**config.mk**
```make
export PLATFORM = sky130hd
export DESIGN_NAME = interval_timer_flat
export DESIGN_NICKNAME = d
export VERILOG_FILES = /design/src/rtl/interval_timer_if.sv /design/src/rtl/interval_timer.sv /design/src/flat_wrapper.sv
export SDC_FILE = /design/constraint.sdc
export NUM_CORES = 1
export LEC_CHECK = 0
export ABC_AREA = 1
export BUFFER_PORTS_ARGS = -buffer_cell sky130_fd_sc_hd__buf_2
export CAP_MARGIN = 10
export CELL_PAD_IN_SITES_DETAIL_PLACEMENT = 1
export CELL_PAD_IN_SITES_GLOBAL_PLACEMENT = 1
export CORE_MARGIN = 3
export CORE_UTILIZATION = 38
export CTS_CLUSTER_SIZE = 14
export DETAILED_ROUTE_END_ITERATION = 6
export PLACE_DENSITY_LB_ADDON = 0.1
export SYNTH_ARGS = -nofsm -noshare
export SYNTH_HDL_FRONTEND = slang
export SYNTH_SLANG_ARGS = --single-unit
```
**constraint.sdc**
```tcl
create_clock -name clk -period 1.35 [get_ports clk]
set_clock_uncertainty 0.15 [all_clocks]
set_input_delay 0.0675 -clock clk [delete_from_list [all_inputs] [get_ports clk]]
set_output_delay 0.0675 -clock clk [all_outputs]
set_load 0.02 [all_outputs]
```
**src/rtl/interval_timer_if.sv**
```systemverilog
// Signal bundle between the light-sequencing FSM (master) and interval_timer (slave).
// Carries reprogramming inputs, interval start requests and timer status.
interface interval_timer_if;
  logic       Reprogram;
  logic [1:0] Time_Parameter_Selector;
  logic [3:0] Time_Value;
  logic       Start_Timer;
  logic [1:0] Interval_Select;
  logic       Expired;
  logic       Busy;
  logic [3:0] Seconds_Left;
  logic       Tick_1Hz;

  modport slave (
    input  Reprogram, Time_Parameter_Selector, Time_Value, Start_Timer, Interval_Select,
    output Expired, Busy, Seconds_Left, Tick_1Hz
  );

  modport master (
    output Reprogram, Time_Parameter_Selector, Time_Value, Start_Timer, Interval_Select,
    input  Expired, Busy, Seconds_Left, Tick_1Hz
  );
endinterface

```
**src/rtl/interval_timer.sv**
```systemverilog
// Interval store and seconds timer: holds base/extended/yellow lengths, accepts
// reprogramming from an asynchronous pushbutton and counts the selected interval.
module interval_timer #(
  parameter int unsigned CLKS_PER_SEC = 100,
  parameter logic [3:0]  DEFAULT_BASE = 4'd6,
  parameter logic [3:0]  DEFAULT_EXT  = 4'd3,
  parameter logic [3:0]  DEFAULT_YEL  = 4'd2
) (
  input  logic            clk,
  input  logic            Reset,
  interval_timer_if.slave bus
);
  localparam int unsigned   PW        = (CLKS_PER_SEC > 1) ? $clog2(CLKS_PER_SEC) : 1;
  localparam logic [PW-1:0] PRESC_MAX = PW'(CLKS_PER_SEC - 1);

  typedef enum logic {IDLE, RUN} state_t;

  state_t        state_q, state_d;
  logic [PW-1:0] presc_q, presc_d;
  logic [3:0]    secs_q, secs_d;
  logic          expired_q, expired_d;
  logic [3:0]    base_q, base_d, ext_q, ext_d, yel_q, yel_d;
  logic [2:0]    sync_q;
  logic          rp_edge, tick, start_ok;
  logic [3:0]    wr_val, sel_val;

  // sync_q[1:0] is the synchroniser; sync_q[2] holds the previous synchronised level
  assign rp_edge  = sync_q[1] & ~sync_q[2];
  assign tick     = (presc_q == PRESC_MAX);
  assign start_ok = bus.Start_Timer && (bus.Interval_Select != 2'b11) && !rp_edge;
  assign wr_val   = (bus.Time_Value == 4'd0) ? 4'd1 : bus.Time_Value;

  always_comb begin
    case (bus.Interval_Select)
      2'b00:   sel_val = base_q;
      2'b01:   sel_val = ext_q;
      default: sel_val = yel_q;
    endcase
  end

  always_comb begin
    state_d   = state_q;
    presc_d   = tick ? '0 : presc_q + PW'(1);
    secs_d    = secs_q;
    expired_d = 1'b0;
    base_d    = base_q;
    ext_d     = ext_q;
    yel_d     = yel_q;

    if (rp_edge) begin
      case (bus.Time_Parameter_Selector)
        2'b00:   base_d = wr_val;
        2'b01:   ext_d  = wr_val;
        2'b10:   yel_d  = wr_val;
        default: ;
      endcase
      state_d = IDLE;
      secs_d  = 4'd0;
      presc_d = '0;
    end else begin
      if (state_q == RUN && tick) begin
        if (secs_q == 4'd1) begin
          expired_d = 1'b1;
          state_d   = IDLE;
          secs_d    = 4'd0;
        end else begin
          secs_d = secs_q - 4'd1;
        end
      end
      // A start overrides the countdown above; a final tick still reports Expired
      if (start_ok) begin
        state_d = RUN;
        secs_d  = sel_val;
        presc_d = '0;
      end
    end
  end

  always_ff @(posedge clk or negedge Reset) begin
    if (!Reset) begin
      state_q   <= IDLE;
      presc_q   <= '0;
      secs_q    <= 4'd0;
      expired_q <= 1'b0;
      base_q    <= DEFAULT_BASE;
      ext_q     <= DEFAULT_EXT;
      yel_q     <= DEFAULT_YEL;
      sync_q    <= 3'b000;
    end else begin
      state_q   <= state_d;
      presc_q   <= presc_d;
      secs_q    <= secs_d;
      expired_q <= expired_d;
      base_q    <= base_d;
      ext_q     <= ext_d;
      yel_q     <= yel_d;
      sync_q    <= {sync_q[1:0], bus.Reprogram};
    end
  end

  assign bus.Expired      = expired_q;
  assign bus.Busy         = (state_q == RUN);
  assign bus.Seconds_Left = secs_q;
  assign bus.Tick_1Hz     = tick;
endmodule
```
**src/flat_wrapper.sv**
```systemverilog
// flat-port wrapper written by rule: the top's interface ports become plain ports
module interval_timer_flat 
#(
  parameter int unsigned CLKS_PER_SEC = 100,
  parameter logic [3:0]  DEFAULT_BASE = 4'd6,
  parameter logic [3:0]  DEFAULT_EXT  = 4'd3,
  parameter logic [3:0]  DEFAULT_YEL  = 4'd2
)
  (clk, Reset, bus_Reprogram, bus_Time_Parameter_Selector, bus_Time_Value, bus_Start_Timer, bus_Interval_Select, bus_Expired, bus_Busy, bus_Seconds_Left, bus_Tick_1Hz);
  interval_timer_if bus_i ();
  input  logic clk;
  input  logic Reset;
  input wire logic [$bits(bus_i.Reprogram)-1:0] bus_Reprogram;
  input wire logic [$bits(bus_i.Time_Parameter_Selector)-1:0] bus_Time_Parameter_Selector;
  input wire logic [$bits(bus_i.Time_Value)-1:0] bus_Time_Value;
  input wire logic [$bits(bus_i.Start_Timer)-1:0] bus_Start_Timer;
  input wire logic [$bits(bus_i.Interval_Select)-1:0] bus_Interval_Select;
  output wire logic [$bits(bus_i.Expired)-1:0] bus_Expired;
  output wire logic [$bits(bus_i.Busy)-1:0] bus_Busy;
  output wire logic [$bits(bus_i.Seconds_Left)-1:0] bus_Seconds_Left;
  output wire logic [$bits(bus_i.Tick_1Hz)-1:0] bus_Tick_1Hz;
  assign bus_i.Reprogram = bus_Reprogram;
  assign bus_i.Time_Parameter_Selector = bus_Time_Parameter_Selector;
  assign bus_i.Time_Value = bus_Time_Value;
  assign bus_i.Start_Timer = bus_Start_Timer;
  assign bus_i.Interval_Select = bus_Interval_Select;
  assign bus_Expired = bus_i.Expired;
  assign bus_Busy = bus_i.Busy;
  assign bus_Seconds_Left = bus_i.Seconds_Left;
  assign bus_Tick_1Hz = bus_i.Tick_1Hz;
  interval_timer #(.CLKS_PER_SEC(CLKS_PER_SEC), .DEFAULT_BASE(DEFAULT_BASE), .DEFAULT_EXT(DEFAULT_EXT), .DEFAULT_YEL(DEFAULT_YEL)) u_core (.clk(clk), .Reset(Reset), .bus(bus_i));
endmodule
```
==> out/results.txt <==
DRT iter0 DRCs - 14
ANT cells - 0
Largest net degree at the start of global routing - 29
Hold Crit Class - in2reg
Die W - 66.6 um
WL met3 - 127 um
Core footprint - 0.00344 sq mm
First-pass GRT wire length - 5.64 mm
Final core utilization - 0.552
Simple-Gate Fraction of Synth Area - 0.303
Placed wire-length estimate - 2.35 mm
Largest family of logic cells by synthesized area - simple AND/OR/NAND/NOR gates
Primary FF master, synth - dfrtp_1
Post-synth EDFFs - 0
Adder-cell share of the synthesized area - 0.0269
Fmax - 0.719 GHz
Leak - 0.937 nW
Synthesized area - 0.00140 sq mm
Routed wire per std cell - 13.4 um
Highest routed layer - met4
Die height - 66.6 um
XOR/XNOR share of the synthesized area - 0.0376
Routability cong. - 0.800
Cells taking the most area after synthesis - dfrtp_1, dfstp_2, nand2_1
Pre-CTS setup slack - -0.0128 ns
Delay-heaviest family, CP - flip-flops
Latest clock arrival within the worst-skew pair - 0.28 ns
Reg clk slew, reported paths - 0.10 ns
Post-synthesis net count - 182
Slowest cell on crit path - dfrtp_2
Non-filler instance count after layout - 252
Hold path cells - 3
Worst vdd ir - 0.583 mV
Root buffer cell - clkbuf_8
RSZ-0062 raised after global routing - true
CTS buffer count - 3
Instance count on the critical path - 7
CTS tree - done
Final wirelength - 3.37 mm
Nets - 222
Worst Max-Slew Pin Slew - 0.357 ns
Synth warn - 0
CP Class - reg2reg
Boundary Pins - 19
Initial antenna violation count - 0
Maxcap violations - 0
Global Route Usage Sum - 0.168
Post-DRT Antenna Nets - 0
Wire length on met1 - 1.48 mm
Max clock buf depth - 2
Worst-path cell chain - nor2_4, nand2_4, nor2_4, buf_6, nand2_4, buf_4, nor2_2
PortBufs - 18
Placed Cells incl. Taps - 235
Outcome - complete, but fails checks
Syn Area/Cell - 8.36 sq um
CP Capture Type - register
Clock sink count - 28
Critical Path RT - 1.42 ns
Final WS setup - -0.0416 ns
Setup violators final - 11
Worst setup SP type - register
Area of the die - 0.00444 sq mm
Min Tclk post-route - 1.39 ns
Seq/Total Area, Yosys - 0.506
Vias in the first global route - 1282
Final Hold Viols - 2
FP Rows - 21
Final Max Tran Viols - 0
DRT Pass-1 Iters - 4
Starting Density - 0.406
Min Hold Slack - -0.0371 ns
Relative slew slack - 0.762
Most common cell in the netlist - nand2_1
Area delta synth->final - 36.1%
Tcrit/Tclk final - 1.03
Commonest cells post-synth - nand2_1, dfrtp_1, inv_1, nor2_1, nand3_1
CP Max Fanout - 3
Worst R2R Path Depth - 7
PD cells - 1180 mW/mm^2
Failing checks - negative hold slack, negative setup slack
Total Power - 2.24 mW
Synth Register Bits - 28
Worst path max stage delay - 0.45 ns
Async SR Flop Fraction - 1.00
CP Buf/Inv Count - 2
CTS H-Tree Depth - 1
Grt total ovfl - 0
Vias per inst - 4.71
Synth Instances - 167
Post-synthesis compound-gate area fraction - 0.0582
Post-synth cell types - 22
# DRC - 0
Via total after detailed routing - 1186
Mux contribution to synthesized area - 0
Critical Path AT - 1.46 ns
Area share of the largest cell type after synthesis - 0.412
Share of layout cells above drive strength 1 - 0.388
Largest area contributor in the synthesized netlist - dfrtp_1
Met2 wire len - 1.71 mm
==> timing repair <==
| action | 4_1_cts | 5_1_grt |
|---|---|---|
| pin swaps | 5 | 6 |
| setup buffers | 5 | 1 |
| gates resized for setup | 3 | 34 |
| endpoints found under the hold margin | 43 | 0 |
| hold buffers | 7 | 0 |
| setup endpoints to repair | 4 | 25 |
==> final timing paths <==
check | end | from | slack (ns)
min in group asynchronous | u_core.bus.Busy | Reset | 0.15
worst max register to register | u_core.bus.Expired | u_core.presc_q[3] | -0.04
worst min-delay path | u_core.ext_q[1] | bus_Time_Parameter_Selector[0] | -0.04
worst max-delay path | u_core.bus.Expired | u_core.presc_q[3] | -0.04
worst min register to register | u_core.sync_q[1] | u_core.sync_q[0] | 0.21
max in group asynchronous | u_core.yel_q[1] | Reset | 0.58
==> registers in the layout (all words and copies together) (netlist names) <==
signal and cells:
u_core.base_q 4, u_core.bus.Busy 1, u_core.bus.Expired 1, u_core.bus.Seconds_Left 4, u_core.ext_q 4, u_core.presc_q 7, u_core.sync_q 3, u_core.yel_q 4
==> layer usage <==
| metal | up-vias | global-route usage |
|---|---|---|
| met1 | 553 | 0.191 |
| met3 | 5 | 0.0270 |
| li1 | 603 | - |
| met5 | - | 0 |
| met4 | 0 | 0.0761 |
| met2 | 25 | 0.304 |
==> power by group <==
| group | total [mW] | internal [mW] | switching [mW] |
|---|---|---|---|
| combinational | 0.619 | 0.261 | 0.358 |
| clock | 0.538 | 0.262 | 0.276 |
| sequential | 1.08 | 0.980 | 0.104 |
==> placed cells by master (no fill, tap or decap), types with 4 or more instances in the layout <==
master,count
nand3_1,5
nor2_2,5
nand2_2,9
nand3_2,12
buf_2,17
nor2_1,15
clkbuf_8,4
buf_4,9
dfstp_2,5
dlygate4sd3_1,7
nand2_1,30
dfrtp_1,21
inv_1,21
o21ai_0,10
==> cell type report <==
cell class / count / area (sq um)
Clock buffer: 4 / 55.1
Fill cell: 407 / 1540
Inverter: 25 / 97.6
Multi-Input combinational cell: 114 / 736
Sequential cell: 28 / 709
Tap cell: 46 / 57.6
Timing Repair Buffer: 35 / 245
==> metrics by stage <==
step	setup TNS (ns)	instance area (sq um)	hold slack [ns]
4_1_cts	-0.00389	1760	0.0388
3_3_place_gp	0	1590	-0.0624
3_5_place_dp	-0.0301	1590	-0.0562
6_report	-0.269	1900	-0.0371
2_1_floorplan	-0.0586	1410	-0.378
5_1_grt	-1.31	1900	0.0133
==> kinds of logic (layout without fill, tap and decap cells) <==
group                    after synthesis  count (layout)
AO/OA/AOI/OAI                         16              16
flip-flops                            28              28
XOR/XNOR                               6               6
AND/OR/NAND/NOR                       89              89
buffers and inverters                 25              64
adder cells (fa/ha/maj)                3               3
==> worst reg2reg max path: stages (launching register included) <==
cell     delay [ns]
dfrtp_2        0.45
nor2_4         0.14
nand2_4        0.06
nor2_4         0.13
buf_6          0.15
nand2_4        0.06
buf_4          0.14
nor2_2         0.06
No activity file was read; power rests on OpenSTA's default activity.
